===== src/rtl/dfx_seq_engine.sv =====
// Sequencer core: walks bank1 slots from cfg_mainCnt to cfg_endCnt, issues one DMA per
// pending slot, times it, and writes status/profile back. Reports progress via seq_status.
module dfx_seq_engine #(
  parameter int unsigned BANK1_INDEX_WIDTH    = 3,
  parameter int unsigned BANK1_SRC_ADDR_WIDTH = 32,
  parameter int unsigned BANK1_SRC_SIZE_WIDTH = 26,
  parameter int unsigned BANK1_DST_ADDR_WIDTH = 32,
  parameter int unsigned BANK1_DST_SIZE_WIDTH = 26,
  parameter int unsigned BANK1_STATUS_WIDTH   = 2,
  parameter int unsigned BANK1_PROFILE_WIDTH  = 32,
  parameter int unsigned BANK0_STATUS_WIDTH   = 4,
  parameter int unsigned BANK0_CNT_WIDTH      = BANK1_INDEX_WIDTH
) (
  input  logic                            clk,
  input  logic                            reset,
  input  logic                            ctrl_start,
  input  logic                            ctrl_stop,
  input  logic [BANK0_CNT_WIDTH-1:0]      cfg_mainCnt,
  input  logic [BANK0_CNT_WIDTH-1:0]      cfg_endCnt,
  output logic [BANK1_INDEX_WIDTH-1:0]    bank1_rd_index,
  output logic                            bank1_rd_req,
  input  logic                            bank1_rd_ready,
  input  logic [BANK1_SRC_ADDR_WIDTH-1:0] bank1_rd_src_addr,
  input  logic [BANK1_SRC_SIZE_WIDTH-1:0] bank1_rd_src_size,
  input  logic [BANK1_DST_ADDR_WIDTH-1:0] bank1_rd_des_addr,
  input  logic [BANK1_DST_SIZE_WIDTH-1:0] bank1_rd_des_size,
  input  logic [BANK1_STATUS_WIDTH-1:0]   bank1_rd_status,
  output logic [BANK1_INDEX_WIDTH-1:0]    bank1_wr_index,
  output logic                            bank1_wr_en,
  output logic [BANK1_STATUS_WIDTH-1:0]   bank1_wr_status,
  output logic [BANK1_PROFILE_WIDTH-1:0]  bank1_wr_profile,
  output logic                            dma_cmd_valid,
  input  logic                            dma_cmd_ready,
  output logic [BANK1_SRC_ADDR_WIDTH-1:0] dma_src_addr,
  output logic [BANK1_SRC_SIZE_WIDTH-1:0] dma_src_size,
  output logic [BANK1_DST_ADDR_WIDTH-1:0] dma_des_addr,
  output logic [BANK1_DST_SIZE_WIDTH-1:0] dma_des_size,
  input  logic                            dma_done,
  input  logic                            dma_err,
  output logic [BANK0_STATUS_WIDTH-1:0]   seq_status,
  output logic [BANK0_CNT_WIDTH-1:0]      seq_curCnt
);

  localparam logic [BANK1_STATUS_WIDTH-1:0] SLOT_PENDING = BANK1_STATUS_WIDTH'(2'b01);
  localparam logic [BANK1_STATUS_WIDTH-1:0] SLOT_DONE    = BANK1_STATUS_WIDTH'(2'b10);
  localparam logic [BANK1_STATUS_WIDTH-1:0] SLOT_ERROR   = BANK1_STATUS_WIDTH'(2'b11);

  typedef enum logic [2:0] {
    S_IDLE, S_FETCH, S_ISSUE, S_WAIT, S_WRITEBACK, S_NEXT, S_DONE
  } state_t;

  state_t                          state, state_nxt;
  logic [BANK0_CNT_WIDTH-1:0]      cnt;
  logic [BANK1_SRC_ADDR_WIDTH-1:0] src_addr_q;
  logic [BANK1_SRC_SIZE_WIDTH-1:0] src_size_q;
  logic [BANK1_DST_ADDR_WIDTH-1:0] des_addr_q;
  logic [BANK1_DST_SIZE_WIDTH-1:0] des_size_q;
  logic [BANK1_PROFILE_WIDTH-1:0]  profile_q;
  logic [BANK1_STATUS_WIDTH-1:0]   wr_status_q;
  logic                            busy_q, done_q, error_q, aborted_q, abort_pend_q;

  always_ff @(posedge clk) begin
    if (reset) state <= S_IDLE;
    else       state <= state_nxt;
  end

  always_comb begin
    state_nxt = state;
    case (state)
      S_IDLE:      if (ctrl_start) state_nxt = S_FETCH;
      S_FETCH:     if (bank1_rd_ready)
                     state_nxt = (bank1_rd_status == SLOT_PENDING) ? S_ISSUE : S_NEXT;
      S_ISSUE:     if (dma_cmd_ready) state_nxt = S_WAIT;
      S_WAIT:      if (dma_done || dma_err) state_nxt = S_WRITEBACK;
      S_WRITEBACK: state_nxt = error_q ? S_DONE : S_NEXT;
      S_NEXT:      state_nxt = (abort_pend_q || (cnt == cfg_endCnt)) ? S_DONE : S_FETCH;
      S_DONE:      state_nxt = S_IDLE;
      default:     state_nxt = S_IDLE;
    endcase
  end

  // Slot counter, latched descriptor, profile timer and sticky status flags.
  always_ff @(posedge clk) begin
    if (reset) begin
      cnt          <= '0;
      src_addr_q   <= '0;
      src_size_q   <= '0;
      des_addr_q   <= '0;
      des_size_q   <= '0;
      profile_q    <= '0;
      wr_status_q  <= '0;
      busy_q       <= 1'b0;
      done_q       <= 1'b0;
      error_q      <= 1'b0;
      aborted_q    <= 1'b0;
      abort_pend_q <= 1'b0;
    end else begin
      if (state != S_IDLE && ctrl_stop) abort_pend_q <= 1'b1;
      case (state)
        S_IDLE: if (ctrl_start) begin
          cnt          <= cfg_mainCnt;
          busy_q       <= 1'b1;
          done_q       <= 1'b0;
          error_q      <= 1'b0;
          aborted_q    <= 1'b0;
          abort_pend_q <= 1'b0;
        end
        S_FETCH: if (bank1_rd_ready) begin
          src_addr_q <= bank1_rd_src_addr;
          src_size_q <= bank1_rd_src_size;
          des_addr_q <= bank1_rd_des_addr;
          des_size_q <= bank1_rd_des_size;
        end
        S_ISSUE: if (dma_cmd_ready) profile_q <= '0;
        S_WAIT: begin
          if (!(&profile_q)) profile_q <= profile_q + BANK1_PROFILE_WIDTH'(1);
          if (dma_err) begin
            wr_status_q <= SLOT_ERROR;
            error_q     <= 1'b1;
          end else if (dma_done) begin
            wr_status_q <= SLOT_DONE;
          end
        end
        S_NEXT: begin
          if (abort_pend_q)            aborted_q <= 1'b1;
          else if (cnt != cfg_endCnt)  cnt       <= cnt + BANK0_CNT_WIDTH'(1);
        end
        S_DONE: begin
          busy_q <= 1'b0;
          done_q <= 1'b1;
        end
        default: ;
      endcase
    end
  end

  // Moore output decode from registered state and datapath only.
  always_comb begin
    bank1_rd_req     = 1'b0;
    bank1_rd_index   = '0;
    dma_cmd_valid    = 1'b0;
    dma_src_addr     = '0;
    dma_src_size     = '0;
    dma_des_addr     = '0;
    dma_des_size     = '0;
    bank1_wr_en      = 1'b0;
    bank1_wr_index   = '0;
    bank1_wr_status  = '0;
    bank1_wr_profile = '0;
    seq_status       = BANK0_STATUS_WIDTH'({aborted_q, error_q, done_q, busy_q});
    seq_curCnt       = cnt;
    case (state)
      S_FETCH: begin
        bank1_rd_req   = 1'b1;
        bank1_rd_index = BANK1_INDEX_WIDTH'(cnt);
      end
      S_ISSUE: begin
        dma_cmd_valid = 1'b1;
        dma_src_addr  = src_addr_q;
        dma_src_size  = src_size_q;
        dma_des_addr  = des_addr_q;
        dma_des_size  = des_size_q;
      end
      S_WRITEBACK: begin
        bank1_wr_en      = 1'b1;
        bank1_wr_index   = BANK1_INDEX_WIDTH'(cnt);
        bank1_wr_status  = wr_status_q;
        bank1_wr_profile = profile_q;
      end
      default: ;
    endcase
  end

endmodule


===== config.mk =====
export PLATFORM = sky130hd
export DESIGN_NAME = dfx_seq_engine
export DESIGN_NICKNAME = d
export VERILOG_FILES = /design/src/rtl/dfx_seq_engine.sv
export SDC_FILE = /design/constraint.sdc
export NUM_CORES = 1
export LEC_CHECK = 0
export BUFFER_PORTS_ARGS = -buffer_cell sky130_fd_sc_hd__buf_2
export CAP_MARGIN = 20
export CORE_AREA = 2 2 151 153
export DETAILED_ROUTE_END_ITERATION = 8
export DIE_AREA = 0 0 153 155
export PLACE_DENSITY_LB_ADDON = 0.05
export RECOVER_POWER = 25
export SYNTH_ARGS = -nofsm -noshare
export SYNTH_HDL_FRONTEND = slang
export SYNTH_SLANG_ARGS = --single-unit

===== constraint.sdc =====
create_clock -name clk -period 2.3 [get_ports clk]
set_input_delay 0.115 -clock clk [delete_from_list [all_inputs] [get_ports clk]]
set_output_delay 0.115 -clock clk [all_outputs]
set_load 0.01 [all_outputs]

==> reports/metrics.yaml <==
setup_path:
  slowest_stage: "dfxtp_1"
  max_stage_delay_ns: 0.42
  arrival_ns: 2.45
  cp.required_ns: 2.65
  end_kind: "flip-flop"
  worstPathCellList: "ha_1, nand3_1, nor4_1, and4_1, buf_12, o31ai_4, buf_4, a21oi_1"
  startpoint_type: "flip-flop"
  path_max_fanout: 19
  critPathKind: "reg2reg"
timing:
  rsz0062_at_grt: "no"
  setup_viol: 0
  finalCritPeriodShare: 0.915
  finalHoldViolations: 0
  period_needed_ns: 2.11
  final_max_slew_viol_count: 0
  slew_headroom: 0.466
  holdWs_ns: 0.0404
  finalSetupTns_ns: 0
  layout_setup_ws_ns: 0.195
  skew_ns: 0.0153
  timing.fmax_mhz: 475
  tightest_slew_ns: 0.801
power:
  ir_drop_mv: 0.483
  swShare: 0.291
  p_leak_nw: 4.84
  pwr_density_cell_nw_per_um2: 637
  switchingPower_w: 0.00206
  p_comb_frac: 0.167
  seq_power_share: 0.431
  power.internal_w: 0.00501
  clkPwrFrac: 0.402
grt:
  grt_max_degree: 140
  grt_pass1_vias: 7926
  grt_pass1_wl_um: 40400
  antenna_found_initial: 0
  grt-ovfl-total: 0
  grt_use_total: 0.207
synth:
  netlist_instances: 1005
  ys_types: 49
  synth_seq_cells: 161
  syn_avg_cell_area_um2: 7.55
  synth-edff-count: 0
  synth_top_area_share: 0.425
  ys_seq_area_frac: 0.425
  yosysWarnings: 0
  synth_top_area_cell: "dfxtp_1"
  ys.flop_type: "dfxtp_1"
  async_reset_ff_frac: 0
  syn_area_um2: 7590
  synth_area_leaders: "dfxtp_1 (42%), nand2_1 (13%), a21oi_1 (11%), and2_1 (9.8%), and3_1 (3.9%)"
  synth_fp_nets: 1139
cts:
  cts_tree: "done"
  htreeDepth: 4
  clock_latency_ns: 0.42
  cts_made_buffers: 17
  cts.clk_slew.worst_paths_ns: 0.06
  clockBufferDepth: 2
  clock_sinks: 161
  post_cts_buffers: 0
  clk_root_buffer_cell: "clkbuf_16"
routing:
  drc: 0
  antenna_left: 0
  vias_per_cell: 4.83
  wirelength_um: 25100
  post_drt_wl_per_cell_um: 14.9
  drtIter0Drc: 467
  drtPass1Iterations: 5
  vias: 8148
place:
  place_area_um2: 9400
  preCtsSetupSlack_ns: 0.221
  port_buffers: 297
  gp_congestion: 0.806
  place_hpwl_um: 16400
layout:
  drive_gt1_frac: 0.235
  post-route-util: 0.499
  syn_to_final_growth_pct: 46.1
  fill_cells: 2285
  nets: 1522
  final_area_um2: 11100
floorplan:
  die_y_um: 155
  core_area_um2: 22200
  start_util: 0.342
  core.rowCount: 55
  die_w_um: 153
  ioPinCount: 298
  die-area_um2: 23700
min_path:
  hold_path_class: "in2reg"
status:
  status: "complete, no violations"
flow_run:
  cap_violations: 0
-- power by group through the flow --
| stage | clock, W | combinational [W] | sequential [W] |
|---|---|---|---|
| floorplan | 0 | 0.000645 | 0.00309 |
| detailed placement | 0 | 0.00106 | 0.00311 |
| CTS | 0.00293 | 0.00122 | 0.00305 |
| finish | 0.00284 | 0.00118 | 0.00305 |
| global placement | 0 | 0.00105 | 0.00311 |
| global route | 0.00305 | 0.00133 | 0.00307 |
-- cells in the final DEF, fill, tap and decap left out, types with 3 or more instances in the layout --
master           n
nand2_1        255
buf_2          249
dfxtp_1        161
a21oi_1        160
and2_1         119
dlygate4sd3_1  119
clkbuf_1        50
and3_1          46
buf_4           27
nor2_1          21
clkbuf_16       17
nand3_1         16
o31ai_1         16
o21ai_0         14
or4_1           10
inv_1            9
or3_1            8
nor3_1           7
nand4_1          7
o41ai_1          7
nand2b_1         6
and4_1           5
a31oi_1          5
o311ai_0         5
xor2_1           4
inv_6            4
buf_12           4
nand4b_1         3
a311oi_1         3
clkinv_4         3
inv_8            3
-- area by class of cell --
cell class | count | area (um^2) | share of cell area
antenna | 1 | 2.50 | 0.000226
clock buffer | 19 | 443 | 0.0399
clock inverter | 13 | 140 | 0.0126
inverter | 9 | 33.8 | 0.00304
multi-input combinational | 750 | 3990 | 0.359
sequential | 161 | 3220 | 0.290
tap | 285 | 357 | 0.0321
timing repair buffer | 449 | 2910 | 0.262
-- synth_stat cells, drive strengths merged (8+ instances only) --
cell type,count
or3,8
or4,10
dfxtp,161
nand4,9
a21oi,160
clkbuf,64
and2,119
o31ai,17
nand3,18
nor2,23
o21ai,14
buf,21
inv,9
and3,47
nor3,8
nand2,256
-- kinds of logic after synthesis --
logic type | share of synthesized area
compound gates | 0.165
xor+xnor | 0.00461
fa+ha+maj | 0.00330
buf+inv | 0.0529
flops | 0.425
simple gates | 0.350
-- metal layers --
layer  GRT usage  part of all wire
met3      0.0591             0.071
met1       0.263              0.45
met2       0.342              0.46
met5           0                 0
met4      0.0653             0.019
-- state kept, by name (all words and copies together) (netlist names), 2 cells and up --
| register | count |
|---|---|
| wr_status_q | 2 |
| seq_curCnt | 3 |
| des_addr_q | 32 |
| src_size_q | 26 |
| profile_q | 32 |
| src_addr_q | 32 |
| des_size_q | 26 |
| state | 3 |
-- worst max-delay path: cells and delay by family (launching register included) --
family / cells / cell delay, ns
adder cells (fa/ha/maj): 1 / 0.25
AND/OR/NAND/NOR: 3 / 0.83
buffers and inverters: 2 / 0.37
flip-flops: 1 / 0.42
AO/OA/AOI/OAI: 2 / 0.18
-- worst paths after layout --
path / startpoint / end / slack (ns) / cells after the start
worst max-delay path: profile_q[0] / profile_q[31] / 0.19 / 8
worst min-delay path: dma_err / error_q / 0.04 / 3
worst max register to register: profile_q[0] / profile_q[31] / 0.19 / 8
worst min register to register: wr_status_q[1] / wr_status_q[1] / 0.45 / 2
-- timing repair --
action,CTS,global route
hold buffers,119,0
gates resized for setup,0,1
setup endpoints to repair,0,4
hold endpoints to repair,119,0
-- metrics by stage --
step	power, W	cells
after floorplan	0.00374	1005
after global placement	0.00416	1535
after detailed placement	0.00417	1535
after CTS	0.00720	1686
after global routing	0.00745	1686
final	0.00707	1687
No activity file was read; power rests on OpenSTA's default activity.
